### config.mk
export PLATFORM = sky130hd
export DESIGN_NAME = if_fetch_unit
export DESIGN_NICKNAME = d
export VERILOG_FILES = /design/src/rtl/if_pkg.sv /design/src/rtl/if_fifo.sv /design/src/rtl/if_fetch_unit.sv
export SDC_FILE = /design/constraint.sdc
export NUM_CORES = 1
export LEC_CHECK = 0
export ABC_AREA = 1
export BUFFER_PORTS_ARGS = -buffer_cell sky130_fd_sc_hd__buf_2
export CORE_UTILIZATION = 30
export CTS_BUF_LIST = sky130_fd_sc_hd__clkbuf_4
export CTS_CLUSTER_DIAMETER = 100
export DETAILED_ROUTE_END_ITERATION = 10
export SETUP_SLACK_MARGIN = 0.2
export SKIP_LAST_GASP = 1
export SLEW_MARGIN = 20
export SYNTH_ARGS = -nofsm -noshare
export SYNTH_HDL_FRONTEND = slang
export SYNTH_HIERARCHICAL = 1
export SYNTH_SLANG_ARGS = --single-unit
### constraint.sdc
create_clock -name i_clk -period 3.65 [get_ports i_clk]
set_input_delay 0.73 -clock i_clk [delete_from_list [all_inputs] [get_ports i_clk]]
set_output_delay 0.73 -clock i_clk [all_outputs]
set_load 0.05 [all_outputs]
### src/rtl/if_pkg.sv
// Shared types and constants for the instruction-fetch stage.
package if_pkg;

  localparam int INSTR_BYTES      = 4;
  localparam int IF_XLEN_DEFAULT  = 32;

  // Fetch sequencer states: issue a request, wait for its response,
  // or swallow the response of a request made stale by a redirect.
  typedef enum logic [1:0] {
    S_REQ  = 2'd0,
    S_WAIT = 2'd1,
    S_DROP = 2'd2
  } fetch_state_t;

  // Default-width prefetch entry; the top declares a XLEN-sized twin.
  typedef struct packed {
    logic [IF_XLEN_DEFAULT-1:0] pc;
    logic [31:0]                instr;
  } if_entry_t;

endpackage

### src/rtl/if_fifo.sv
// Synchronous first-word-fall-through FIFO with flush and occupancy count.
module if_fifo #(
  parameter int DEPTH = 4,
  parameter int WIDTH = 64,
  localparam int AW   = $clog2(DEPTH),
  localparam int CW   = $clog2(DEPTH) + 1
) (
  input  logic             i_clk,
  input  logic             i_reset_n,
  input  logic             i_flush,
  input  logic             i_push,
  input  logic [WIDTH-1:0] i_wdata,
  input  logic             i_pop,
  output logic [WIDTH-1:0] o_rdata,
  output logic             o_valid,
  output logic [CW-1:0]    o_count
);

  logic [WIDTH-1:0] mem_q [DEPTH];
  logic [WIDTH-1:0] mem_d [DEPTH];
  logic [AW-1:0]    wr_ptr_q, wr_ptr_d;
  logic [AW-1:0]    rd_ptr_q, rd_ptr_d;
  logic [CW-1:0]    count_q, count_d;
  logic             do_push, do_pop;

  // Next-state: flush wins; otherwise push/pop move pointers and count.
  always_comb begin
    mem_d    = mem_q;
    wr_ptr_d = wr_ptr_q;
    rd_ptr_d = rd_ptr_q;
    count_d  = count_q;
    do_push  = i_push && (count_q != CW'(DEPTH));
    do_pop   = i_pop && (count_q != '0);
    if (i_flush) begin
      wr_ptr_d = '0;
      rd_ptr_d = '0;
      count_d  = '0;
    end else begin
      if (do_push) begin
        mem_d[wr_ptr_q] = i_wdata;
        wr_ptr_d        = wr_ptr_q + AW'(1);
      end
      if (do_pop) begin
        rd_ptr_d = rd_ptr_q + AW'(1);
      end
      count_d = count_q + CW'(do_push) - CW'(do_pop);
    end
  end

  // State registers with synchronous active-low reset.
  always_ff @(posedge i_clk) begin
    if (!i_reset_n) begin
      wr_ptr_q <= '0;
      rd_ptr_q <= '0;
      count_q  <= '0;
      for (int i = 0; i < DEPTH; i++) mem_q[i] <= '0;
    end else begin
      wr_ptr_q <= wr_ptr_d;
      rd_ptr_q <= rd_ptr_d;
      count_q  <= count_d;
      mem_q    <= mem_d;
    end
  end

  assign o_rdata = mem_q[rd_ptr_q];
  assign o_valid = (count_q != '0);
  assign o_count = count_q;

endmodule

### src/rtl/if_fetch_unit.sv
// Instruction-fetch stage: PC sequencing, one-outstanding memory request,
// redirect flush, and a prefetch FIFO feeding decode.
// Decode handshake: an entry moves when o_valid && i_ready at a rising edge;
// o_valid never depends on i_ready.
module if_fetch_unit
  import if_pkg::*;
#(
  parameter int               XLEN       = 32,
  parameter logic [XLEN-1:0]  RESET_PC   = '0,
  parameter int               FIFO_DEPTH = 4
) (
  input  logic             i_clk,
  input  logic             i_reset_n,
  input  logic             i_PCSrc,
  input  logic [XLEN-1:0]  i_inAddr,
  output logic             o_mem_req,
  output logic [XLEN-1:0]  o_mem_instrAddr,
  input  logic             i_mem_gnt,
  input  logic             i_mem_rvalid,
  input  logic [31:0]      i_mem_instr,
  output logic             o_valid,
  input  logic             i_ready,
  output logic [31:0]      o_instruction,
  output logic [XLEN-1:0]  o_outAddr,
  output fetch_state_t     o_dbg_state
);

  localparam int CW = $clog2(FIFO_DEPTH) + 1;
  localparam logic [XLEN-1:0] ADDR_MASK = ~XLEN'(INSTR_BYTES - 1);

  typedef struct packed {
    logic [XLEN-1:0] pc;
    logic [31:0]     instr;
  } entry_t;

  fetch_state_t    state_q, state_d;
  logic [XLEN-1:0] fetch_pc_q, fetch_pc_d;
  logic [XLEN-1:0] issued_pc_q, issued_pc_d;
  logic            req_raw;
  logic            push, flush, pop;
  logic            fifo_valid;
  logic [CW-1:0]   fifo_count;
  entry_t          push_entry, head_entry;

  // Sequencer next-state and request generation; a redirect overrides all.
  always_comb begin
    state_d     = state_q;
    fetch_pc_d  = fetch_pc_q;
    issued_pc_d = issued_pc_q;
    req_raw     = 1'b0;
    push        = 1'b0;
    flush       = 1'b0;
    case (state_q)
      S_REQ: begin
        req_raw = (fifo_count < CW'(FIFO_DEPTH));
        if (req_raw && i_mem_gnt) begin
          state_d     = S_WAIT;
          issued_pc_d = fetch_pc_q;
          fetch_pc_d  = fetch_pc_q + XLEN'(INSTR_BYTES);
        end
      end
      S_WAIT: begin
        if (i_mem_rvalid) begin
          push    = 1'b1;
          state_d = S_REQ;
        end
      end
      S_DROP: begin
        if (i_mem_rvalid) state_d = S_REQ;
      end
      default: state_d = S_REQ;
    endcase
    if (i_PCSrc) begin
      flush      = 1'b1;
      push       = 1'b0;
      fetch_pc_d = i_inAddr & ADDR_MASK;
      case (state_q)
        S_REQ:   state_d = (req_raw && i_mem_gnt) ? S_DROP : S_REQ;
        S_WAIT:  state_d = i_mem_rvalid ? S_REQ : S_DROP;
        S_DROP:  state_d = i_mem_rvalid ? S_REQ : S_DROP;
        default: state_d = S_REQ;
      endcase
    end
  end

  // Sequencer registers with synchronous active-low reset.
  always_ff @(posedge i_clk) begin
    if (!i_reset_n) begin
      state_q     <= S_REQ;
      fetch_pc_q  <= RESET_PC;
      issued_pc_q <= '0;
    end else begin
      state_q     <= state_d;
      fetch_pc_q  <= fetch_pc_d;
      issued_pc_q <= issued_pc_d;
    end
  end

  assign push_entry = '{pc: issued_pc_q, instr: i_mem_instr};
  assign pop        = o_valid && i_ready;

  if_fifo #(
    .DEPTH (FIFO_DEPTH),
    .WIDTH ($bits(entry_t))
  ) u_fifo (
    .i_clk     (i_clk),
    .i_reset_n (i_reset_n),
    .i_flush   (flush),
    .i_push    (push),
    .i_wdata   (push_entry),
    .i_pop     (pop),
    .o_rdata   (head_entry),
    .o_valid   (fifo_valid),
    .o_count   (fifo_count)
  );

  // Outputs are forced quiet while reset is held low.
  assign o_mem_req       = i_reset_n && req_raw;
  assign o_mem_instrAddr = fetch_pc_q;
  assign o_valid         = i_reset_n && fifo_valid;
  assign o_instruction   = i_reset_n ? head_entry.instr : 32'h0;
  assign o_outAddr       = i_reset_n ? head_entry.pc : '0;
  assign o_dbg_state     = state_q;

endmodule

# Word level (Yosys, flattened, before mapping)
# Cells that the tools add are included.
op_classes:
  addsub: 5
  magnitude_cmp: 4
  eq_ne: 5
  muxes: 23
  bitwise: 4
  n_reduce_logical: 19
op_table:
  columns: ["operator", "count"]
  rows:
  - ["256-bit bitwise mux", 1]
  - ["64-bit two-way mux", 3]
  - ["32-bit two-way mux", 5]
  - ["64-bit binary-select mux with 2-bit select", 1]
  - ["64-bit demux with 2-bit select", 1]
  - ["32-bit by 3-bit adder with 32-bit output, second input constant", 1]
  - ["2-bit two-way mux", 5]
  - ["1-bit logical AND", 8]
  - ["2-bit case mux with 2 select lines", 2]
  - ["2-bit AND reduction", 4]
  - ["3-bit >= comparator, second input constant", 2]
  - ["3-bit inequality test, second input constant", 2]
  - ["2-bit NOT with 3-bit output", 2]
  - ["2-bit OR reduction", 3]
  - ["1-bit two-way mux", 5]
  - ["2-bit by 1-bit adder with 2-bit output, second input constant", 2]
  - ["2-bit nonzero test", 2]
  - ["3-bit by 1-bit adder with 3-bit output", 1]
  - ["3-bit by 1-bit < comparator with 1-bit output, second input constant", 1]
  - ["3-bit < comparator, second input constant", 1]
  - ["3-bit by 1-bit inequality test with 1-bit output, second input constant", 1]
  - ["3-bit nonzero test", 1]
  - ["3-bit by 1-bit subtractor with 3-bit output", 1]
  - ["2-bit by 1-bit equality test with 1-bit output, second input constant", 1]
  - ["other kinds (3)", 4]
totals:
  ff_bits: 329
  input_bits: 70
  output_inout_bits: 100
  word_cells: 71

# Logic depth before layout (Yosys ltp)
# Gate-level depths: netlist of run 1.
logic_depth:
  word_depth: 6
  depth_mapped: 13
  depth_no_buf: 13

# Hierarchy
# The synthesis of run 1 kept the hierarchy.
by_module_without_submodules:
  columns: ["mod", "instances", "cells_per_inst", "area_per_inst_um2", "seq_area_each_um2"]
  rows:
  - ["if_fifo", 1, 2037, 12584.6, 5265.0]
  - ["if_fetch_unit", 1, 630, 3853.7, 1241.2]

# Worst setup path before layout of run 1
# OpenSTA, ideal clock, no wires.
synth_path:
  kind: "input to register"
  start: "input i_PCSrc"
  end: "register u_fifo.count_q[2] (netlist: u_fifo/o_count[2])"
  setup_time_ps: 118
  t_arrival_ps: 2815
  required_ps: 3532
  path_slack_ps: 716
  cell_stages: 11
  n_path_buf: 2
  cell_sequence: "buf_2 -> clkbuf_1 -> nor2_1 -> nand2_1 -> ha_1 -> inv_1 -> ha_1 -> fa_1 -> xnor2_1 -> xor2_1 -> nor2_1"
synth_between:
  elab_chain_len: 4
  elab_cells_between_ends: 6
  classes_between: "add/sub (2); mux (2); reduce/logical (2)"
synth_rtl:
  columns: ["item", "line_no", "source"]
  rows:
  - ["from (decl)", "if_fetch_unit.sv:14", "input logic i_PCSrc,"]
  - ["1-bit two-way mux", "if_fetch_unit.sv:73", "if (i_PCSrc) begin"]
  - ["net push", "if_fetch_unit.sv:40", "logic push, flush, pop;"]
  - ["1-bit logical AND", "if_fifo.sv:32", "do_push = i_push && (count_q != CW'(DEPTH));"]
  - ["3-bit by 1-bit adder with 3-bit output", "if_fifo.sv:46", "count_d = count_q + CW'(do_push) - CW'(do_pop);"]
  - ["3-bit by 1-bit subtractor with 3-bit output", "if_fifo.sv:46", null]
  - ["to (signal assigned)", "if_fifo.sv:60", "count_q <= count_d;"]
  - ["to (decl)", "if_fifo.sv:23", "logic [CW-1:0] count_q, count_d;"]
# The timed path passes the listed nets, and every way through them passes these cells.
# A chain may end at the register's enable or synchronous reset.

==> key figures, run 1 <==
Drt
  – WL met2: 19600 µm
  – Wirelength per Cell: ~12 µm
  – Via count: 15.4k
  – WL final: ~44000 µm
  – DRT Pass-1 Iters: 5
  – Residual DRC: 0
  – Top routing layer used: met4
  – Met1 Wirelength: 21400 µm
  – DR vias/cell: 4.31
  – Routed wl met3: 2010 µm
  – Initial DRC count: 806
  – Antenna-violating nets left: 0

Critical path
  – Crit-path max FO: 50
  – CP endpoint kind: output port
  – WP data required: around 2.9 ns
  – Worst Path Arrival: 2.47 ns
  – CP Launch Type: flip-flop
  – Crit path kind: reg2out

Floorplanning
  – Chip Height: 236 µm
  – I/O Pins: 170
  – Die ar.: between 0.05 and 0.06 mm²
  – Initial core utilization: 30.4%
  – Row count: between 80 and 90
  – Die Width: about 240 µm
  – Area of the core: between 0.05 and 0.06 mm²

Clock tree
  – Latest clock arrival within the worst-skew pair: 0.81 ns
  – Post-cts sizing count: 1
  – Clock root buffer: clkbuf_4
  – CTS Hold Buffers Added: 0
  – Clock buffer depth: 3
  – CTS tree: yes
  – CTS H-tree lvls: 3
  – CTS Buf Count: 93
  – Total clock sinks: about 330
  – Clock Pin Slew Worst Setup and Hold Paths: ~0.06 ns
  – Setup repair bufs after CTS: 0

Logic synthesis
  – Post-synth ARST share: 0%
  – Top cell type's share of synthesized area: roughly two fifths
  – Count leader, synth: nand2_1
  – Top FF cell, synth: dfxtp_1
  – Netlist cell types: 32
  – Post-synth top area cell: dfxtp_1
  – Sequential fraction of the synthesis area: 39.6%
  – Most frequent cells after synthesis: 752 x nand2_1, 572 x nor2_1, 390 x inv_1, 325 x dfxtp_1, 238 x a21oi_1
  – Synthesized area per cell: 6.16 µm²
  – Cells after Synth: between 2k and 3k
  – Seq cells post-synth: ~330
  – Number of synthesis warnings: 6
  – Largest cells by area after synthesis: dfxtp_1 40%, nand2_1 17%, nor2_1 13%, inv_1 8.9%, a21oi_1 7.2%
  – Number of flops mapped to enable cells by yosys: 0
  – Synth Cell Area: between 0.015 and 0.02 mm²

Job
  – Max-cap violations: 0

Global route
  – Gr usage total: approximately 16%
  – Vias in the first global route: 13.8k
  – Initial antenna violation count: 2
  – Largest net degree at the start of global routing: 85
  – Global-route wire length before repair: between 70000 and 80000 µm
  – GRT overflow: 0

Cells and area
  – Layout overhead on the synthesized area: 15.8%
  – Share of cells above drive strength 1: between 10% and 20%
  – Register area: 0.00651 mm²
  – FILL cells: around 6k
  – Post-layout util: between 30% and 40%
  – Finished Cell Area: 0.0190 mm²
  – Fin nets: 2896
  – Fin cells: approximately 3.6k
  – Footprint of the multi-input gates: roughly 0.0077 mm²

Power and ir drop
  – Pwr Density: 398 mW/mm²
  – VDD IR max: ~0.00026 V
  – Leak: roughly 11 nW

STA
  – Max Fclk: about 310 MHz
  – Setup Viol. Count Final: 0
  – Slew margin rel.: around half
  – Slew at the pin closest to its max-slew limit: 0.751 ns
  – Final Max Slew Viols: 0
  – Final hold slack: between 0.2 and 0.25 ns
  – Worst Skew: 0.0313 ns
  – Crit share post-route: 87.8%
  – Min Tclk post-route: approximately 3.2 ns
  – RSZ-0062 raised after global routing: false
  – Final hold viol count: 0
  – Setup TNS: 0 ns

Min path
  – Hold crit path type: in2reg

Status
  – Status: finished, final reports clean

Placed design
  – DP Area: 0.0179 mm²
  – Input/output buffers: around 170
  – Placed insts: about 3.4k
  – Hpwl dp: between 20000 and 30000 µm
  – Gpl congestion: around 0.87
[through the flow]
step           power, mW  setup slack, ns
3_3_place_gp        4.27            0.796
3_5_place_dp        4.27            0.775
2_1_floorplan       4.09            0.716
6_report            7.57            0.447
4_1_cts             7.73            0.218
5_1_grt             7.99            0.224
[cells in the final DEF (no fill, tap or decap), drive strengths merged]
cell type  netlist  final
a21oi          239    239
a22o             5      5
a31oi            6      6
and3             1      1
buf            101    201
bufinv           0      2
clkbuf          56    134
clkinv           1     22
conb             1     10
dfxtp          325    325
diode            0      5
fa               1      1
ha              10     10
inv            393    395
nand2          765    765
nand3           33     33
nand4           10     10
nor2           589    589
nor3             4      4
o21ai          114    114
xnor2            3      3
xor2            10     10
[path summary, 6_finish.rpt]
path	cells after the start	start	to	slack (ns)
max	8	u_fifo/rd_ptr_q[1]	o_instruction[31]	0.45
min reg2reg	4	u_fifo/mem_q[126]	u_fifo/mem_q[126]	0.51
min	3	i_inAddr[7]	o_mem_instrAddr[7]	0.20
max reg2reg	9	o_dbg_state[0]	u_fifo/mem_q[183]	1.03
[where the power goes]
group,internal [mW],switching (mW)
Clock,1.81,1.57
Combinational,0.133,0.356
Sequential,3.61,0.0934
Total,5.55,2.02
[routing by layer]
metal,vias up,track usage (%)
met1,6732,20.9
met5,-,0
li1,8327,-
met4,0,5.49
met2,303,24.9
met3,57,3.38
[area by class of cell]
| cell class | instances | share of cell area, % |
|---|---|---|
| timing repair buffer | 201 | 6.81 |
| tap | 696 | 4.57 |
| inverter | 394 | 7.83 |
| multi-input combinational | 1800 | 40.5 |
| clock inverter | 25 | 0.795 |
| antenna | 5 | 0.0657 |
| sequential | 325 | 34.2 |
| clock buffer | 134 | 5.28 |
[state kept, by name, summed over array words and instances (netlist names)]
register,count
o_dbg_state,2
u_fifo/mem_q,256
o_mem_instrAddr,30
issued_pc_q,30
u_fifo/rd_ptr_q,2
u_fifo/wr_ptr_q,2
u_fifo/o_count,3
[logic make-up after synthesis]
kind of cell | share of synthesized area, %
fa+ha+maj | 0.883
flops | 39.6
xor+xnor | 0.693
buf+inv | 14.0
compound gates | 11.3
other cells | 0.0228
simple gates | 33.6
[worst max-delay path: stages (launching register included)]
cell and delay (ns):
dfxtp_1 0.35, inv_6 0.27, buf_12 0.29, o21ai_0 0.13
a21oi_1 0.16, a21oi_1 0.06, nand2_1 0.12, inv_1 0.07
buf_2 0.21
Note: power is estimated with default switching activity, not from simulation.
==> inputs of run 2 (changes only) <==
Clock period 3.65 ns to 3.69 ns, I/O delays scaled along.
==> run 2 against run 1 <==
  * Clock power shrank 4%
  * Critical path depth decreased by 1
  * Utilization barely moved
  * Largest cell class unchanged
  * Via count up 0.80%
  * Global-route usage about the same
  * Non-clock buffer count rose by 1
  * Count of clock-buffer cells in the layout is 3 higher
  * Sequential power shrank 1%
==> key figures, run 2 (synthesized netlist as in run 1, its figures left out) <==
Status
  – Status: finished, final reports clean

Drt
  – Wirelength per Cell: between 10 and 15 µm
  – DRT Pass-1 Iters: 5
  – WL final: 44000 µm
  – Residual DRC: 0
  – Via count: 15.5k
  – Initial DRC count: roughly 830
  – DR vias/cell: around 4.3
  – Antenna-violating nets left: 0

Cells and area
  – Max reg flops: approximately 260
  – Commonest non-fill, non-tap cells in the layout: 752 x nand2_1, 572 x nor2_1, 389 x inv_1
  – Share of cells above drive strength 1: 13.4%
  – Biggest register: u_fifo/mem_q
  – Layout overhead on the synthesized area: 15.8%
  – Fin nets: between 2k and 3k
  – Leading cell type in the layout, fill and taps excluded: nand2_1
  – Fin cells: around 3.6k
  – Post-layout util: a little over a third

STA
  – Slew margin rel.: around half
  – Setup Viol. Count Final: 0
  – Final Max Slew Viols: 0
  – RSZ-0062 raised after global routing: false
  – Worst setup margin: roughly 0.45 ns
  – Min Tclk post-route: roughly 3.2 ns
  – Worst Skew: 0.0415 ns
  – Setup TNS: 0 ns
  – Slew at the pin closest to its max-slew limit: about 0.74 ns
  – Max Fclk: a little over 300 MHz
  – Final hold viol count: 0
  – Crit share post-route: between 80% and 90%

Clock tree
  – Latest clock arrival within the worst-skew pair: between 0.8 and 0.9 ns
  – CTS H-tree lvls: 3
  – Clock Pin Slew Worst Setup and Hold Paths: about 0.060 ns
  – CTS tree: yes
  – Total clock sinks: around 330
  – Clock buffer depth: 3
  – CTS Buf Count: between 90 and 100
  – Clock root buffer: clkbuf_4

Critical path
  – FF-to-FF Start: o_dbg_state[1]
  – WP data required: about 3.0 ns
  – CP endpoint kind: output port
  – Worst Path Arrival: 2.50 ns
  – Crit-path cells: bufinv_16 > buf_4 > a21oi_1 > a21oi_1 > nand2_1 > inv_1 > buf_2
  – Crit-path max FO: a little over 70
  – Crit path from: u_fifo/rd_ptr_q[1]
  – CP Launch Type: flip-flop
  – Crit path kind: reg2out
  – Most used cell, CP: a21oi_1
  – CP max-delay cell: bufinv_16
  – Crit-path max cell delay: ~0.38 ns

Global route
  – GRT overflow: 0
  – Largest net degree at the start of global routing: 129
  – Grt met2 use: ~25%
  – Gr usage total: between 10% and 20%
  – Vias in the first global route: 13.9k
  – Global-route wire length before repair: between 70000 and 80000 µm
  – Initial antenna violation count: 2
  – Met1 usage: about a fifth
  – Met3 Track Usage GR: approximately 3.8%
  – Global route hottest layer: met2

Placed design
  – Dpl ws: 0.822 ns
  – Placed insts: about 3.4k
  – Gpl congestion: slightly above 0.8
  – Hpwl dp: roughly 27000 µm
  – Input/output buffers: 165

Power and ir drop
  – Part of the power in registers: between 40% and 50%
  – Share of total power in the clock network: 44.0%
  – Leak: ~11 nW
  – Logic pwr share: 6.5%
  – Switching share of power: a little over a quarter
  – Pint: between 5 and 6 mW
  – Pwr Density: 389 mW/mm²
  – Switching power: between 2 and 2.5 mW
  – VDD IR max: 0.000198 V

Floorplanning
  – Area of the core: 0.0540 mm²
  – Die ar.: between 0.05 and 0.06 mm²
  – Row count: between 80 and 90
  – Initial core utilization: slightly above 30%
  – I/O Pins: 170
  – Die Width: roughly 240 µm
  – Chip Height: between 200 and 250 µm

Min path
  – Hold crit path type: in2reg
  – Hold Startpoint: i_inAddr[3]

Job
  – Max-cap violations: 0
run 2: changes by cell type in the layout (fill, tap and decap cells not counted), sizes merged:
| cell | before | now |
|---|---|---|
| clkinvlp | 0 | 2 |
| bufinv | 2 | 1 |
| clkinv | 22 | 25 |
| buf | 201 | 202 |
| diode | 5 | 2 |
| clkbuf | 134 | 137 |
| inv | 395 | 394 |
run 2: final timing paths:
path                                           end  slack [ns]  cells after the start
worst max-delay path             o_instruction[31]        0.45                      7
worst min-delay path            o_mem_instrAddr[3]        0.20                      3
worst max register to register   u_fifo/mem_q[138]        1.15                     10
worst min register to register  u_fifo/rd_ptr_q[1]        0.51                      2
run 2: routing by layer:
metal / wire, µm / share of wire (%)
met5: 0 / 0
met1: 21900 / 50
met2: 19200 / 44
met4: 742 / 1.7
met3: 2240 / 5.1
run 2: final cells by class:
class | count | area [µm²]
fillers | 5993 | 35000
flip-flops and latches | 325 | 6510
clock buffers | 137 | 1030
repair buffers | 202 | 1280
inverters | 394 | 1510
multi-input cells | 1800 | 7700
clock inverters | 28 | 120
well taps | 696 | 871
diodes | 2 | 5.00
run 2: repair_timing:
action | 4_1_cts | 5_1_grt
buffers inserted | 1 | 4
setup endpoints to repair | 55 | 37
resized for setup | 3 | 5
hold buffers | 0 | 0
run 2: power groups by stage:
stage | clock (mW) | combinational (mW) | sequential (mW)
after floorplan | 0 | 0.258 | 3.78
after global placement | 0 | 0.484 | 3.74
after detailed placement | 0 | 0.485 | 3.74
after CTS | 3.42 | 0.488 | 3.66
after global routing | 3.63 | 0.535 | 3.67
final | 3.26 | 0.484 | 3.66
run 2: worst max-delay path, delay by kind of cell (launching register included):
family | cells | cell delay [ns]
buffers and inverters | 4 | 1.02
flip-flops | 1 | 0.33
AO/OA/AOI/OAI | 2 | 0.21
AND/OR/NAND/NOR | 1 | 0.07
run 2: metrics by stage:
step                area, µm²  power, mW  hold WS, ns
floorplan               16500       4.04        0.457
global placement        17800       4.23        0.500
detailed placement      17800       4.23        0.497
CTS                     19000       7.57       0.0675
global route            19000       7.83        0.108
finish                  19000       7.41        0.198
